`config.mk`:
```
export PLATFORM = sky130hd
export DESIGN_NAME = game_sequencer
export DESIGN_NICKNAME = d
export VERILOG_FILES = /design/src/rtl/game_sequencer.sv
export SDC_FILE = /design/constraint.sdc
export NUM_CORES = 1
export LEC_CHECK = 0
export ABC_AREA = 1
export CAP_MARGIN = 10
export CORE_MARGIN = 2
export CORE_UTILIZATION = 46
export DETAILED_ROUTE_END_ITERATION = 7
export PLACE_DENSITY = 0.79
export SYNTH_ARGS = -nofsm -noshare
export SYNTH_HDL_FRONTEND = slang
export SYNTH_SLANG_ARGS = --single-unit
```
`constraint.sdc`:
```
create_clock -name clk -period 2.25 [get_ports clk]
set_clock_uncertainty 0.15 [all_clocks]
set_input_delay 0.3375 -clock clk [delete_from_list [all_inputs] [get_ports clk]]
set_output_delay 0.3375 -clock clk [all_outputs]
set_load 0.05 [all_outputs]
```
`src/rtl/game_sequencer.sv`:
```
`default_nettype none
// ============================================================================
//  Module      : game_sequencer
//  Description : Round/score sequencer for a two-sided ball game. Tracks the
//                IDLE/PLAY/SCORED/OVER flow, keeps both scores, decides who
//                serves next and times the between-round pause in frames.
//  Revision    : 1.0  initial release
// ============================================================================
module game_sequencer #(
  parameter logic [11:0] GROUND_Y     = 12'd200,
  parameter logic [11:0] NET_X        = 12'd160,
  parameter logic [11:0] BALL_HALF    = 12'd15,
  parameter logic [2:0]  WIN_SCORE    = 3'd5,
  parameter logic [7:0]  PAUSE_FRAMES = 8'd60
) (
  input  logic        clk,
  input  logic        reset_n,
  input  logic [3:0]  user_btn,
  input  logic        VGA_VSYNC,
  input  logic [11:0] ball_x_position,
  input  logic [11:0] ball_y_position,
  output logic [1:0]  Game_state,
  output logic [2:0]  player_score,
  output logic [2:0]  computer_score,
  output logic        round_reset,
  output logic        serve_right,
  output logic        frame_tick
);

  localparam logic [1:0] c_st_idle   = 2'd0;
  localparam logic [1:0] c_st_play   = 2'd1;
  localparam logic [1:0] c_st_scored = 2'd2;
  localparam logic [1:0] c_st_over   = 2'd3;

  logic [1:0]  r_state;
  logic        r_vsync_prev;
  logic        r_btn_prev;
  logic        r_press;
  logic        r_frame_tick;
  logic [7:0]  r_pause_cnt;
  logic [2:0]  r_player_score;
  logic [2:0]  r_computer_score;
  logic        r_serve_right;
  logic        r_round_reset;

  logic [1:0]  w_next_state;
  logic [11:0] w_ball_centre;
  logic        w_landed;
  logic        w_right_side;
  logic        w_pause_done;
  logic        w_game_won;
  logic [7:0]  w_pause_cnt_nxt;
  logic [2:0]  w_player_score_nxt;
  logic [2:0]  w_computer_score_nxt;
  logic        w_serve_right_nxt;
  logic        w_round_reset_nxt;

  // Ball position qualifiers; the centre sum deliberately wraps at 12 bits.
  assign w_ball_centre = ball_x_position + BALL_HALF;
  assign w_landed      = (ball_y_position >= GROUND_Y);
  assign w_right_side  = (w_ball_centre >= NET_X);
  assign w_pause_done  = r_frame_tick && (r_pause_cnt == (PAUSE_FRAMES - 8'd1));
  assign w_game_won    = (r_player_score == WIN_SCORE) || (r_computer_score == WIN_SCORE);

  // State register plus edge-detect history and all registered outputs.
  always_ff @(posedge clk) begin
    if (!reset_n) begin
      r_state          <= c_st_idle;
      r_vsync_prev     <= 1'b1;
      r_btn_prev       <= 1'b0;
      r_press          <= 1'b0;
      r_frame_tick     <= 1'b0;
      r_pause_cnt      <= 8'd0;
      r_player_score   <= 3'd0;
      r_computer_score <= 3'd0;
      r_serve_right    <= 1'b0;
      r_round_reset    <= 1'b0;
    end else begin
      r_state          <= w_next_state;
      r_vsync_prev     <= VGA_VSYNC;
      r_btn_prev       <= user_btn[0];
      r_press          <= user_btn[0] & ~r_btn_prev;
      r_frame_tick     <= r_vsync_prev & ~VGA_VSYNC;
      r_pause_cnt      <= w_pause_cnt_nxt;
      r_player_score   <= w_player_score_nxt;
      r_computer_score <= w_computer_score_nxt;
      r_serve_right    <= w_serve_right_nxt;
      r_round_reset    <= w_round_reset_nxt;
    end
  end

  // Next-state decision; press and frame_tick are the registered pulses.
  always_comb begin
    w_next_state = r_state;
    case (r_state)
      c_st_idle:   if (r_press) w_next_state = c_st_play;
      c_st_play:   if (w_landed) w_next_state = c_st_scored;
      c_st_scored: if (w_pause_done) w_next_state = w_game_won ? c_st_over : c_st_play;
      c_st_over:   if (r_press) w_next_state = c_st_idle;
      default:     w_next_state = c_st_idle;
    endcase
  end

  // Next values of scores, serve side, pause counter and round_reset pulse.
  always_comb begin
    w_pause_cnt_nxt      = r_pause_cnt;
    w_player_score_nxt   = r_player_score;
    w_computer_score_nxt = r_computer_score;
    w_serve_right_nxt    = r_serve_right;
    w_round_reset_nxt    = 1'b0;
    case (r_state)
      c_st_idle: begin
        if (r_press) w_round_reset_nxt = 1'b1;
      end
      c_st_play: begin
        if (w_landed) begin
          w_pause_cnt_nxt = 8'd0;
          if (w_right_side) begin
            // Ball came down on the player's half: the computer scores.
            if (r_computer_score < WIN_SCORE) w_computer_score_nxt = r_computer_score + 3'd1;
            w_serve_right_nxt = 1'b0;
          end else begin
            if (r_player_score < WIN_SCORE) w_player_score_nxt = r_player_score + 3'd1;
            w_serve_right_nxt = 1'b1;
          end
        end
      end
      c_st_scored: begin
        if (w_pause_done) begin
          if (!w_game_won) w_round_reset_nxt = 1'b1;
        end else if (r_frame_tick) begin
          w_pause_cnt_nxt = r_pause_cnt + 8'd1;
        end
      end
      c_st_over: begin
        if (r_press) begin
          w_player_score_nxt   = 3'd0;
          w_computer_score_nxt = 3'd0;
          w_serve_right_nxt    = 1'b0;
        end
      end
      default: ;
    endcase
  end

  assign Game_state     = r_state;
  assign player_score   = r_player_score;
  assign computer_score = r_computer_score;
  assign round_reset    = r_round_reset;
  assign serve_right    = r_serve_right;
  assign frame_tick     = r_frame_tick;

  // Unused buttons are reserved for future game controls.
  logic w_unused;
  assign w_unused = ^user_btn[3:1];

endmodule
`default_nettype wire

```
Word level (Yosys, flattened, before mapping)
Index checks and enable logic that the tools add are counted. W data, S select, Z words.

Output and inout bits: 11. Word-level logic and storage cells: 75. Register bits after elaboration: 22.

Bitwise logic cells: 4. $lt $le $gt $ge: 4. Add/sub/neg operators: 4. Equal/unequal tests: 16. Muxes and demuxes: 27. Reductions and logical operators: 10.

Operators with widths (number): $ge A12 B8 Y1 const B (2); $mux W8 (3); $mux W3 (7); $ne A2 B2 Y1 const B (10); $pmux W8 S2 (1); $add A12 B4 Y12 const B (1); $pmux W3 S2 (2); $mux W2 (5); $reduce_and A5 Y1 (2); $add A8 B1 Y8 const B (1); $eq A8 B6 Y1 const B (1); $pmux W2 S4 (1); $reduce_and A4 Y1 (2); $add A3 B1 Y3 const B (2); $eq A3 B3 Y1 const B (2); $lt A3 B3 Y1 const B (2); $mux W1 (6); $eq A2 B2 Y1 const B (2); $pmux W1 S2 (2); $reduce_bool A2 Y1 (2); $reduce_and A3 Y1 (1); $and A1 B1 Y1 (2); $eq A2 B1 Y1 const B (1); $logic_not A2 Y1 (1); other kinds (3) (4).

Logic depth before layout (Yosys ltp)
Depth after elaboration: 5. Mapped depth: 12. Depth with buffers taken out: 12.

Worst setup path before layout
No wires, ideal clock.

Kind: reg2reg. Start: register r_state[1], in the netlist Game_state[1]. End: register r_pause_cnt[1]. Path slack: 0.414 ns. Data arrival time: 1.566 ns. Setup time: 0.120 ns. Cell stages (with the launch flop): 8. Buffers on the path: 1. Period minus slack after synthesis: 1.836 ns. Path through: dfxtp_1 inv_2 nor2_2 inv_2 o21a_1 buf_6 a21oi_1 nor3_2.

Longest elaborated chain between the ends: 3. Elaborated cells between the ends (all ways): 8. Those cells by class: eq/ne (5); mux (1); reduce/logical (2).

Ends and longest elaborated chain: start, declared (RTL line 35) `logic [1:0] r_state;`; start signal, assigned (RTL line 68) `r_state <= c_st_idle;`; start signal, assigned (RTL line 79) `r_state <= w_next_state;`; $eq A2 B2 Y1 or $eq A2 B1 Y1 (tied branches) (RTL line 111) `case (r_state)`; $ne A2 B2 Y1 (no line) or $reduce_bool A2 Y1 (tied branches); $reduce_and A4 Y1 (no line); end signal, assigned (RTL line 84) `r_pause_cnt <= w_pause_cnt_nxt;`; end, declared (RTL line 40) `logic [7:0] r_pause_cnt;`.

Several ways; a longest one is shown, not always the timed one. A chain may end at the register's enable or synchronous reset.

Worst setup path after layout
Start: register r_state[0], in the netlist Game_state[0]. End: output port Game_state[0].

RTL lines: end, declared (RTL line 22) `output logic [1:0] Game_state,`.

No word-level cell between the ends.

==> flow_summary_export.csv <==
group,metric,value,unit
route,wl_per_cell,10.9,um
logic_synthesis,syn-num-nets,230,
cells_and_area,fin_util,64.0,%
worst_setup_path,cp_num_buf_inv,1,
placement,port_buffers,35,
worst_setup_path,reg2reg_from,"Game_state[1]$_SDFFE_PN0P_",
timing,rsz0062_at_grt,"false",
placement,gp_congestion,0.811,
timing,max_freq,0.470,GHz
flow_run,max_cap_viol_count,0,
route,drc,0,
pwr,p_leak,0.721,nW
logic_synthesis,synth_seq_cells,22,
timing,min_period_over_period,94.6,%
logic_synthesis,async_flop_share,0,%
worst_setup_path,rr_endpoint,"r_pause_cnt[1]$_SDFFE_PN0P_",
cells_and_area,fin_cells,264,
timing,holdWs,254,ps
cells_and_area,fillerInstances,263,
floorplan,initial_core_util,48.5,%
clocking,cts-root-buf,"clkbuf_4",
clocking,tritoncts,"done",
cells_and_area,diodes,0,
pwr,p_comb_share,43.9,%
logic_synthesis,yosysUniqueCellTypes,31,
logic_synthesis,synth_cells,194,
timing,finalMaxSlewViolations,0,
route,dr.first_iter.drc_count,40,
route,drt-pass1-iter-count,4,
timing,finalSetupViolCount,0,
cells_and_area,area_delta_synth_final,32.0,%
pwr,power_frac_clock,18.1,%
clocking,clk-insertion-delay-late,310,ps
hold_path,hold_path_depth,1,
logic_synthesis,yosysWarnings,0,
worst_setup_path,crit_family,"buffers and inverters",
clocking,hold_buffers,0,
clocking,htreeDepth,1,
route,vias,1330,
route,vias_per_cell,5.04,
worst_setup_path,critPathArrivalTime,1640,ps
logic_synthesis,synth_top_area_share,32.9,%
global_routing,grt_overflow_total,0,
pwr,ir_drop,0.000487,V
timing,hold_viol_final,0,
hold_path,min_to,"r_press$_SDFF_PN0_",
global_routing,grt_pass1_wl,4910,um
timing,max_slew_margin,66.6,%
pwr,intPower,0.714,mW
worst_setup_path,end_kind,"output pin",
global_routing,antenna_found_initial,0,
floorplan,num_io_pins,42,
worst_setup_path,r2r_cells,7,
cells_and_area,final_layout_size_suffix_gt1_share,10.7,%
logic_synthesis,yosysTopAreaCell,"dfxtp_1",
clocking,clk_pin_slew,130,ps
logic_synthesis,post_synth.cell_area_avg,6.89,um2
timing,fin_tns_setup,0,ps
route,wirelength,2870,um
floorplan,fp.dieH,57.9,um
worst_setup_path,crit_chain,"clkdlybuf4s50_1",
placement,dp.cells,260,
global_routing,first_global_vias,1134,
cells_and_area,nets,270,
clocking,post_cts_buffers,0,
pwr,power,1.23,mW
logic_synthesis,ys.flop_type,"dfxtp_1",
pwr,power_density,697,mW/mm2
worst_setup_path,crit_slowest_cell,"clkdlybuf4s50_1",
worst_setup_path,crit_type,"reg2out",
clocking,cts_buffers,3,
clocking,cts.repair.resized,0,
floorplan,die-area,0.00335,mm2
clocking,cts_buffer_depth,2,
worst_setup_path,reg2reg_slack,450,ps
worst_setup_path,max_stage_delay,860,ps
logic_synthesis,synthesis.area,0.00134,mm2
hold_path,min_path_type,"reg2reg",
floorplan,coreArea,0.00276,mm2
floorplan,core.rowCount,19,
timing,layout_min_cycle_time,2130,ps
pwr,p_seq_share,38.0,%
worst_setup_path,cp-start-kind,"flip-flop",
worst_setup_path,critPathRequiredTime,1760,ps
logic_synthesis,synth.area.top_cells,"dfxtp_1 33%, nand2_1 11%, nor2_1 8.4%",
floorplan,die_width,57.9,um
logic_synthesis,synth-seq-area-share,32.9,%
hold_path,worstHoldStart,"r_btn_prev$_SDFF_PN0_",
global_routing,grt_max_degree,13,
logic_synthesis,synth_edf_count,0,
global_routing,grtUsageTotal,18.4,%
placement,place_hpwl,2240,um
timing,tightest_slew,499,ps
clocking,numClockSinks,22,
route,detail-route-antenna-nets,0,
pwr,swShare,41.9,%
logic_synthesis,synth.most_common_cell,"nand2_1",
logic_synthesis,netlist_top_cells_count,"39 x nand2_1, 30 x nor2_1, 23 x inv_1, 22 x dfxtp_1, 17 x nand3_1",
outcome,status,"finished, final reports clean",
worst_setup_path,cp_max_fo,6,
pwr,power.switching,0.515,mW
-- layout by cell type (no fill, tap or decap), drive strengths merged --
| cell | instances |
|---|---|
| or2 | 1 |
| nand4 | 4 |
| o21bai | 1 |
| a22o | 2 |
| and2 | 1 |
| nand2 | 46 |
| nand3b | 1 |
| xnor2 | 2 |
| buf | 3 |
| o21ai | 3 |
| o21a | 1 |
| a21oi | 17 |
| nor3b | 1 |
| a211oi | 1 |
| xor2 | 5 |
| clkbuf | 4 |
| ha | 5 |
| nand3 | 18 |
| dfxtp | 22 |
| inv | 26 |
| clkdlybuf4s50 | 35 |
| nor3 | 2 |
| nor2 | 32 |
-- cell families after synthesis --
kind of cell	share of synthesized area (%)
buffers and inverters	8.79
AND/OR/NAND/NOR	37.7
XOR/XNOR	4.58
adder cells (fa/ha/maj)	4.68
flip-flops	32.9
AO/OA/AOI/OAI	11.3
-- state kept, by name, indices dropped and copies added, names as in the netlist --
signal	cells
computer_score	3
r_press	1
frame_tick	1
Game_state	2
r_vsync_prev	1
r_pause_cnt	8
player_score	3
round_reset	1
serve_right	1
r_btn_prev	1
-- through the flow --
stage / instance area, um2 / setup slack, ps
after global routing: 1770 / 34.3
after detailed placement: 1730 / 165
final: 1770 / 122
after CTS: 1770 / 114
after floorplan: 1340 / 414
after global placement: 1730 / 201
-- worst max path at each step --
stage                                     startpoint                           to  slack [ps]  cells after the start
final                     Game_state[0]$_SDFFE_PN0P_                Game_state[0]         120                      1
after global routing      Game_state[0]$_SDFFE_PN0P_                Game_state[0]          30                      1
after detailed placement          ball_y_position[5]  r_pause_cnt[1]$_SDFFE_PN0P_         160                      9
after CTS                 Game_state[0]$_SDFFE_PN0P_                Game_state[0]         110                      1
after global placement            ball_y_position[5]  r_pause_cnt[1]$_SDFFE_PN0P_         200                      9
after floorplan           Game_state[1]$_SDFFE_PN0P_  r_pause_cnt[1]$_SDFFE_PN0P_         410                      7
-- routing by layer --
metal  track usage [%]  wire [um]  share of wire, %
met3              2.23        239               8.3
met4              7.97         36               1.3
met2              28.2       1230                43
met5                 0          0                 0
met1              26.1       1370                48
-- cell type report --
class	count	area [um2]	share of cell area [%]
Multi-Input combinational cell	143	779	44.2
Sequential cell	22	440	24.9
Timing Repair Buffer	38	373	21.1
Inverter	26	97.6	5.53
Tap cell	31	38.8	2.20
Clock buffer	4	36.3	2.06
-- worst reg2reg max path, stage by stage (launching register included) --
cell     delay [ps]
dfxtp_1         390
inv_2            70
nor2_2          230
inv_2           140
o21a_1          300
buf_4           200
a21oi_1         160
nor3_2           60
-- power by group through the flow --
stage | sequential [mW] | clock (mW) | combinational [mW]
finish | 0.467 | 0.223 | 0.540
global route | 0.475 | 0.248 | 0.593
CTS | 0.467 | 0.229 | 0.544
detailed placement | 0.476 | 0 | 0.543
global placement | 0.475 | 0 | 0.537
floorplan | 0.560 | 0 | 0.298
(Power assumes the default switching activity.)
